## src/rtl/flit_link_tx.sv

```systemverilog
// Drain side of a router port FIFO: pops flits from a first-word-fall-through FIFO
// onto a credit-flow-controlled link, tracking wormhole framing and flagging errors.

module flit_link_tx #(
  parameter int WIDTH   = 18,
  parameter int CREDITS = 4,
  parameter int CW      = 3
) (
  input  logic             clk,
  input  logic             rst,
  input  logic             fifo_empty,
  input  logic [WIDTH-1:0] fifo_data,
  output logic             fifo_read,
  output logic             link_valid,
  output logic [WIDTH-1:0] link_flit,
  input  logic             credit_in,
  output logic [CW-1:0]    credits,
  output logic             in_packet,
  output logic             err_credit,
  output logic             err_frame
);

  // Handshake: a flit moves when the FIFO is non-empty (valid) and the registered
  // credit count is non-zero (ready); fifo_read pops it and link_valid carries it
  // on the next cycle. A same-cycle credit_in never counts as ready.

  localparam logic [CW-1:0] CRED_MAX = CW'(CREDITS);
  localparam logic [1:0] T_BODY   = 2'b00;
  localparam logic [1:0] T_HEAD   = 2'b01;
  localparam logic [1:0] T_TAIL   = 2'b10;
  localparam logic [1:0] T_SINGLE = 2'b11;

  typedef enum logic {
    ST_IDLE = 1'b0,
    ST_PKT  = 1'b1
  } state_e;

  state_e            state_q, state_d;
  logic [CW-1:0]     credits_q, credits_d;
  logic              link_valid_q, link_valid_d;
  logic [WIDTH-1:0]  link_flit_q, link_flit_d;
  logic              err_credit_q, err_credit_d;
  logic              err_frame_q, err_frame_d;
  logic              send;
  logic              frame_violation;
  logic [1:0]        flit_type;

  assign flit_type = fifo_data[WIDTH-1:WIDTH-2];
  assign send      = !rst && !fifo_empty && (credits_q != '0);
  assign fifo_read = send;

  // Framing FSM: state register
  always_ff @(posedge clk or posedge rst) begin
    if (rst) begin
      state_q <= ST_IDLE;
    end else begin
      state_q <= state_d;
    end
  end

  // Framing FSM: next state, advanced only by flits actually sent
  always_comb begin
    state_d = state_q;
    if (send) begin
      case (state_q)
        ST_IDLE: begin
          if (flit_type == T_HEAD) state_d = ST_PKT;
          else                     state_d = ST_IDLE;
        end
        ST_PKT: begin
          case (flit_type)
            T_BODY:   state_d = ST_PKT;
            T_HEAD:   state_d = ST_PKT;
            T_TAIL:   state_d = ST_IDLE;
            T_SINGLE: state_d = ST_IDLE;
            default:  state_d = ST_PKT;
          endcase
        end
        default: state_d = ST_IDLE;
      endcase
    end
  end

  // Framing FSM: outputs
  always_comb begin
    in_packet       = (state_q == ST_PKT);
    frame_violation = 1'b0;
    if (send) begin
      if (state_q == ST_IDLE) begin
        frame_violation = (flit_type == T_BODY) || (flit_type == T_TAIL);
      end else begin
        frame_violation = (flit_type == T_HEAD) || (flit_type == T_SINGLE);
      end
    end
  end

  // Credit counter; a return while already full saturates and raises the sticky flag
  always_comb begin
    credits_d    = credits_q;
    err_credit_d = err_credit_q;
    if (send && !credit_in) begin
      credits_d = credits_q - CW'(1);
    end else if (credit_in && !send) begin
      if (credits_q == CRED_MAX) begin
        err_credit_d = 1'b1;
      end else begin
        credits_d = credits_q + CW'(1);
      end
    end
  end

  always_comb begin
    link_valid_d = send;
    link_flit_d  = send ? fifo_data : link_flit_q;
    err_frame_d  = err_frame_q | frame_violation;
  end

  always_ff @(posedge clk or posedge rst) begin
    if (rst) begin
      credits_q    <= CRED_MAX;
      link_valid_q <= 1'b0;
      link_flit_q  <= '0;
      err_credit_q <= 1'b0;
      err_frame_q  <= 1'b0;
    end else begin
      credits_q    <= credits_d;
      link_valid_q <= link_valid_d;
      link_flit_q  <= link_flit_d;
      err_credit_q <= err_credit_d;
      err_frame_q  <= err_frame_d;
    end
  end

  assign credits    = credits_q;
  assign link_valid = link_valid_q;
  assign link_flit  = link_flit_q;
  assign err_credit = err_credit_q;
  assign err_frame  = err_frame_q;

endmodule

```

## config.mk

```make
export PLATFORM = sky130hd
export DESIGN_NAME = flit_link_tx
export DESIGN_NICKNAME = d
export VERILOG_FILES = /design/src/rtl/flit_link_tx.sv
export SDC_FILE = /design/constraint.sdc
export NUM_CORES = 1
export LEC_CHECK = 0
export CAP_MARGIN = 40
export CORE_MARGIN = 1
export CORE_UTILIZATION = 41
export CTS_CLUSTER_DIAMETER = 100
export DETAILED_ROUTE_END_ITERATION = 10
export PLACE_DENSITY = 0.85
export SETUP_SLACK_MARGIN = 0.05
export SYNTH_ARGS = -nofsm -noshare
export SYNTH_HDL_FRONTEND = slang
export SYNTH_SLANG_ARGS = --single-unit
```

## constraint.sdc

```tcl
create_clock -name clk -period 3 [get_ports clk]
set_input_delay 0.3 -clock clk [delete_from_list [all_inputs] [get_ports clk]]
set_output_delay 0.3 -clock clk [all_outputs]
set_load 0.01 [all_outputs]
```

## Yosys cells after proc, flatten, opt, wreduce, memory -nomap -nowiden

Cells that the tools add are included.

- Flip-flop bits (word level): 25
- Bits of input ports: 22

- Add/subtract/negate cells: 2
- Equal/unequal tests: 5
- Muxes and demuxes: 8
- Bitwise operators: 3
- Reductions and logical operators: 17

Operator list:

| kind | number |
|---|---|
| 3-bit 2-to-1 mux | 3 |
| 2-bit == test, second input constant | 2 |
| 1-bit logical AND | 4 |
| 1-bit logical NOT | 4 |
| 1-bit one-hot mux with 2 select lines | 2 |
| 2-bit OR reduction | 2 |
| 3-bit by 1-bit adder with 3-bit output, second input constant | 1 |
| 3-bit == test, second input constant | 1 |
| 1-bit 2-to-1 mux | 3 |
| 3-bit AND reduction | 1 |
| 3-bit nonzero test | 1 |
| 3-bit by 1-bit subtractor with 3-bit output, second input constant | 1 |
| 2-bit by 1-bit == test with 1-bit output, second input constant | 1 |
| 2-bit logical NOT | 1 |
| 1-bit logical OR | 2 |
| 2-bit inequality test, second input constant | 1 |
| 1-bit inverter | 2 |
| 2-bit AND reduction | 1 |
| 2-bit nonzero test | 1 |
| 1-bit bitwise OR | 1 |

## Logic depth before layout (Yosys ltp)

Gate-level depths: netlist (run 1).

- Word-level depth: 7
- Mapped depth: 10
- Gate-level depth less buffers: 9

## Worst setup path after synthesis (run 1)

Ideal clock, no wire load.

- Path kind: register to register
- From: register credits_q[2] (netlist: credits[2])
- To: register credits_q[2] (netlist: credits[2])
- Library setup time: 0.087 ns
- Data arrival time: 2.216 ns
- Slack: 0.697 ns
- Stages on the path, launching flop included: 11
- Cells stage by stage: dfstp_2 -> or3_4 -> nand2_4 -> inv_2 -> buf_6 -> ha_1 -> inv_1 -> fa_1 -> or2_2 -> o21ai_0 -> a31oi_1

- Cells in the longest elaborated chain, start to end: 6

RTL lines:

| element | line | RTL |
|---|---|---|
| start, declared | 39 | `logic [CW-1:0] credits_q, credits_d;` |
| start signal, assigned | 126 | `credits_q <= credits_d;` |
| 3-bit nonzero test (*) | 49 | `assign send = !rst && !fifo_empty && (credits_q != '0);` |
| 1-bit logical AND (*) | 49 |  |
| named net fifo_read | 13 | `output logic fifo_read,` |
| 1-bit logical NOT | 103 | `end else if (credit_in && !send) begin` |
| 1-bit logical AND | 103 |  |
| 2-bit nonzero test (no line) | - |  |
| 2-bit AND reduction (no line) | - |  |

Mark *: on every way through the listed nets, which the timed path passes. The rest lies on a longest branch. The select of a mux whose other input is x is not followed.
A chain may end at the register's enable or synchronous reset.

## Final worst setup path (run 1)

- From: register credits_q[2] (netlist: credits[2])
- To: output port fifo_read

- Cells in the longest elaborated chain, start to end: 2

RTL lines:

| element | line |
|---|---|
| 3-bit nonzero test | 49 |
| 1-bit logical AND | 49 |
| end, declared | 13 |

No other way between the ends.

==> summary.txt, run 1 <==
P per Cell Area - 781 nW/um2
most common cell in the netlist - dfrtp_1
RSZ-0062 raised after global routing - false
CTS tree - built
status - complete, no violations
Post-Synthesis Cells - 75
Async SR Flop Fraction - 100%
most area-consuming cells after synthesis - dfrtp_1, mux2_4, dfstp_2, ha_1, buf_6
largest net degree at the start of global routing - 23
DR WL/cell - 14.6 um
Final nets - 152
synth cell count leaders - dfrtp_1, mux2_4, inv_1, a21oi_1
Worst Tran Pin Value - 355 ps
Die Width - 54.4 um
Port Buffers - 47
Switching Share - 30.7%
clock sink count - 25
Initial Util - 44.5%
Max rail drop VDD - 488 uV
Clock power frac - 10.9%
hold crit path type - input pin to async pin
layout cells sized above 1 - 23.8%
data arrival time of the worst path - 2140 ps
worst-path fanout max - 22
GRT overflow - 0
relative slew slack - 76.3%
Mapped Area - 1120 um2
Area growth syn-to-layout - 48.7%
post-cts resize count - 0
Synth top area share - 53.5%
final-report hold violation count - 0
syn_area_per_cell - 15.0 um2
final setup vio count - 0
Leakage - 0.736 nW
yosys warns - 0
CTS Buf Count - 3
vias per cell - 4.85
critical path class - flop to output pin
hold_buf cts - 0
crit-path cells - or3_4 > nand2_4 > inv_2 > buf_4 > clkdlybuf4s50_1
DR vias - 757
Final TNS setup - 0 ps
DR iter-0 viols - 10
sequential area share after synthesis - 55.8%
DRT Pass-1 Iters - 4
Diodes inserted - 0
Max-Cap Viols - 0
Clock transition at path regs - 120 ps
Reg power frac - 41.5%
CP max stage delay - 620 ps
number of global-route vias before repair - 825
buffer count from post-CTS setup fixing - 0
top_reg_cell synth - dfrtp_1
Worst EP required - 2700 ps
EDFF count, synth - 0
dpl cells - 152
Placer Congestion - 0.724
Startpoint Class - flop
Worst Skew - 4.96 ps
clk_lat worst skew - 300 ps
Peak Freq - 409 MHz
fin cells - 156
cell taking the most area after synthesis - dfrtp_1
H-tree depth - 1
IO Count - 48
CTS root buffer - clkbuf_4
die height - 54.4 um
deepest clock path buffer count - 2
Net Sw Power - 0.400 mW
Synth Register Bits - 25
Die ar. - 2950 um2
core area - 2520 um2
initial antenna violation count - 0
Hold WS - 238 ps
internal power - 0.904 mW
final wirelength - 2280 um
dpl hpwl - 1770 um
Tmin final - 2440 ps
synth unique cells - 22
fin crit share - 81.5%
combinational power share - 47.6%
global-route wire length before repair - 3710 um
Overall Global Routing Usage - 18.6%
Worst setup EP type - output pin
syn nets - 100
residual DRC count - 0
Placement Rows - 18
Final Slew Violations - 0
Max stage delay cell, worst path - clkdlybuf4s50_1
DRT antenna net count - 0
path summary, 6_finish.rpt:
path                       startpoint            end  slack (ps)  cells after the start
min in group clk            err_frame      err_frame         490                      1
setup / recovery           credits[2]      fifo_read         560                      5
hold / removal                    rst     err_credit         240                      2
hold reg to reg             err_frame      err_frame         490                      1
max in group asynchronous         rst  link_flit[17]        2390                      3
setup reg to reg           credits[2]     credits[2]         750                      9
critical path, delay by kind of cell, from the launching register on:
family | cells | cell delay [ps]
DFF | 1 | 610
and+or+nand+nor | 2 | 210
buffers and inverters | 3 | 1010
layer usage:
| layer | up-vias | GRT usage (%) | wire, um |
|---|---|---|---|
| met5 | - | 0 | 0 |
| met4 | 0 | 11.5 | 34 |
| met3 | 2 | 1.94 | 97 |
| met2 | 23 | 34.3 | 1240 |
| met1 | 371 | 20.1 | 911 |
| li1 | 361 | - | - |
per-stage QoR:
step	setup slack (ps)	utilization, %	power [mW]	instance area, um2
after detailed placement	549	65.2	1.17	1640
after floorplan	697	-	0.855	1120
after global placement	638	64.1	1.14	1620
after CTS	554	66.2	1.32	1670
after global routing	470	66.2	1.39	1670
final	556	66.2	1.30	1670
cells by family after synthesis:
group / synth area share, %
buffers and inverters: 4.34
multiplexers: 23.7
flip-flops: 55.8
XOR/XNOR: 1.56
adder cells (fa/ha/maj): 4.01
AO/OA/AOI/OAI: 6.24
AND/OR/NAND/NOR: 4.34
power by group through the flow:
| stage | registers [mW] | logic, mW | clock network, mW |
|---|---|---|---|
| after floorplan | 0.589 | 0.266 | 0 |
| after global placement | 0.539 | 0.602 | 0 |
| after detailed placement | 0.547 | 0.622 | 0 |
| after CTS | 0.542 | 0.627 | 0.150 |
| after global routing | 0.559 | 0.669 | 0.161 |
| final | 0.541 | 0.621 | 0.142 |
area by class of cell:
cell class | count | area [um2]
Fill cell | 196 | 852
Sequential cell | 25 | 627
Timing Repair Buffer | 49 | 505
Multi-Input combinational cell | 41 | 448
Tap cell | 30 | 37.5
Clock buffer | 4 | 26.3
Inverter | 7 | 26.3
sequential cells by signal (all words and copies together), names as in the netlist:
name / count
in_packet: 1
err_credit: 1
link_valid: 1
err_frame: 1
credits: 3
link_flit: 18
cell usage in the layout (no fill, tap or decap):
cell type,count
dfstp_2,1
a21oi_1,4
mux2_4,17
ha_1,2
fa_1,1
nand2_1,1
nand2_4,1
clkbuf_4,3
nor2_1,2
buf_16,1
a31o_2,1
dfrtp_1,24
xnor2_1,2
clkbuf_1,1
a21o_1,2
inv_2,1
clkdlybuf4s50_1,47
or3_4,1
or3b_2,1
or2_2,1
a311oi_1,1
mux2_2,1
buf_4,1
a31oi_1,2
inv_1,6
o21ai_0,1
(Power assumes the default switching activity.)
==> inputs of run 2 (changes only) <==
--- a/config.mk
+++ b/config.mk
@@ -7,10 +7,10 @@
 export LEC_CHECK = 0
 export CAP_MARGIN = 40
 export CORE_MARGIN = 1
-export CORE_UTILIZATION = 41
+export CORE_UTILIZATION = 37
 export CTS_CLUSTER_DIAMETER = 100
 export DETAILED_ROUTE_END_ITERATION = 10
-export PLACE_DENSITY = 0.85
+export PLACE_DENSITY = 0.81
 export SETUP_SLACK_MARGIN = 0.05
 export SYNTH_ARGS = -nofsm -noshare
 export SYNTH_HDL_FRONTEND = slang
==> constraint.sdc (replaced) <==
create_clock -name clk -period 1.95 [get_ports clk]
set_input_delay 0.195 -clock clk [delete_from_list [all_inputs] [get_ports clk]]
set_output_delay 0.195 -clock clk [all_outputs]
set_load 0.01 [all_outputs]
==> run 2 against run 1 <==
  * The run now ends with DRC left
  * Critical path depth grew 3
  * Setup slack got worse by 460 ps
  * Sequential power up 46%
  * Wire length down 0.26%
  * First-iteration DRC count grew to 3.1 times the previous value
  * Critical path type is now flop to flop
  * Critical endpoint is now credits[1]
  * Largest power group unchanged
  * Highest routed layer is now met3
==> summary.txt, run 2 (synthesis results as in run 1) <==
status - complete, but fails checks (was complete, no violations)
failing checks - DRC
Final nets - 161 (was 152)
Overall Global Routing Usage - 15.7% (was 18.6%)
Max rail drop VDD - 691 uV (was 488 uV)
fin crit share - 95.0%
residual DRC count - 10 (was 0)
DR WL/cell - 13.7 um (was 14.6 um)
Worst Setup SP - credits[0] (was credits[2])
Final TNS setup - 0 ps (unchanged)
DR vias - 786 (was 757)
worst reg-to-reg setup slack - 100 ps (was 750 ps)
die height - 57.1 um (was 54.4 um)
Die Width - 57.1 um (was 54.4 um)
Tmin final - 1850 ps
critical path class - flop to flop (was flop to output pin)
Power Total - 2.14 mW (was 1.30 mW)
Max-Cap Viols - 0 (unchanged)
Placed Area - 1700 um2 (was 1640 um2)
internal power - 1.48 mW (was 0.904 mW)
Final Util - 62.5% (was 66.2%)
fin area - 1750 um2 (was 1670 um2)
Clock power frac - 10.8% (was 10.9%)
Die ar. - 3260 um2 (was 2950 um2)
CTS Buf Count - 3 (unchanged)
layout cells sized above 1 - 34.1% (was 23.8%)
RSZ-0062 raised after global routing - true (was false)
vias per cell - 4.73 (was 4.85)
final worst slack - 97.1 ps (was 556 ps)
Clock transition at path regs - 130 ps (was 120 ps)
Diodes inserted - 0 (unchanged)
dpl hpwl - 1730 um (was 1770 um)
CTS root buffer - clkbuf_4 (unchanged)
Worst Skew - 0.566 ps (was 4.96 ps)
Hold WS - 139 ps (was 238 ps)
Port Buffers - 47 (unchanged)
Peak Freq - 540 MHz
Initial Util - 40.1% (was 44.5%)
r2r endpoint - credits[1] (was credits[2])
Critical Path End - credits[1] (was fifo_read)
largest net degree at the start of global routing - 22 (was 23)
number of global-route vias before repair - 846 (was 825)
P per Cell Area - 1220 nW/um2 (was 781 nW/um2)
initial antenna violation count - 0 (unchanged)
Switching Share - 30.8% (was 30.7%)
combinational power share - 52.2% (was 47.6%)
Worst setup EP type - flop (was output pin)
Final Slew Violations - 0 (unchanged)
Worst EP required - 2160 ps (was 2700 ps)
relative slew slack - 76.2% (was 76.3%)
IO Count - 48 (unchanged)
fill cell total of the finished layout - 239 (was 196)
worst-path fanout max - 4 (was 22)
fin cells - 166 (was 156)
Startpoint Class - flop (unchanged)
Leakage - 0.774 nW (was 0.736 nW)
hold crit path type - input pin to async pin (unchanged)
clock sink count - 25 (unchanged)
Worst Tran Pin Value - 357 ps (was 355 ps)
GRT overflow - 0 (unchanged)
pre-CTS setup slack - -149 ps (was 549 ps)
DR iter-0 viols - 31 (was 10)
core area - 2810 um2 (was 2520 um2)
final-report hold violation count - 0 (unchanged)
CTS tree - built (unchanged)
data arrival time of the worst path - 2070 ps (was 2140 ps)
Register-to-Register Path Depth - 8 (was 9)
R2R Path Start - credits[0] (was credits[2])
Reg power frac - 37.1% (was 41.5%)
final wirelength - 2280 um (about the same)
deepest clock path buffer count - 2 (unchanged)
dpl cells - 160 (was 152)
Reg area - 628 um2 (was 627 um2)
DRT antenna net count - 0 (unchanged)
Placer Congestion - 0.831 (was 0.724)
Placement Rows - 19 (was 18)
Net Sw Power - 0.657 mW (was 0.400 mW)
commonest non-fill, non-tap cell in the layout - clkdlybuf4s50_1 (unchanged)
DRT Pass-1 Iters - 7 (was 4)
clk_lat worst skew - 310 ps (was 300 ps)
global-route wire length before repair - 3940 um (was 3710 um)
H-tree depth - 1 (unchanged)
max reg flops - 18 (unchanged)
hold_buf cts - 0 (unchanged)
most frequent cells in the layout - clkdlybuf4s50_1, dfrtp_1, mux2_4, buf_4, inv_1 (was clkdlybuf4s50_1, dfrtp_1, mux2_4, inv_1, a21oi_1)
final setup vio count - 0 (unchanged)
Multi-input gate area - 475 um2 (was 448 um2)
Area growth syn-to-layout - 56.1% (was 48.7%)
==> run 2: changes by cell type in the layout (fill, tap and decap cells not counted), sizes merged <==
cell and delta:
clkbuf -1, clkdlybuf4s50 -1, buf +9, clkinvlp +1, clkdlybuf4s15 +1
==> run 2: final cells by class <==
cell class	count	area share, %
multi-input cells	41	27.1
well taps	31	2.21
flip-flops and latches	25	35.8
inverters	7	1.64
clock inverters	1	0.428
clock buffers	3	1.28
repair buffers	58	31.5
==> run 2: how the worst min path moves through the flow <==
stage	from	endpoint	slack (ps)	depth (start not counted)
2_1_floorplan	rst	credits[1]	220	1
3_3_place_gp	err_frame	err_frame	440	1
3_5_place_dp	err_frame	err_frame	440	1
4_1_cts	rst	link_flit[14]	130	2
5_1_grt	rst	link_flit[14]	140	2
6_report	rst	err_credit	140	2
==> run 2: worst max-delay path: stages, from the launching register on <==
cell     delay [ps]
dfrtp_2         420
or3_4           390
nand2_4          80
inv_4            40
ha_4            150
buf_4           140
or3b_4          370
a21oi_2         120
a21oi_1          50
==> run 2: what timing repair did <==
action                     in CTS  in global routing
setup buffers                   0                  2
setup endpoints to repair       2                  3
hold endpoints to repair        0                  0
pin swaps                       2                  2
gates resized for setup         3                  2
==> run 2: per-layer routing <==
layer | wire [um] | global-route usage (%)
met4 | 0 | 1.05
met1 | 1070 | 22.3
met3 | 192 | 5.22
met5 | 0 | 0
met2 | 1020 | 24.7
==> run 2: power groups by stage <==
stage / sequential [mW] / combinational (mW) / clock (mW)
after floorplan: 0.909 / 0.432 / 0
after global placement: 0.794 / 1.03 / 0
after detailed placement: 0.806 / 1.07 / 0
after CTS: 0.796 / 1.09 / 0.244
after global routing: 0.817 / 1.20 / 0.263
final: 0.791 / 1.11 / 0.230
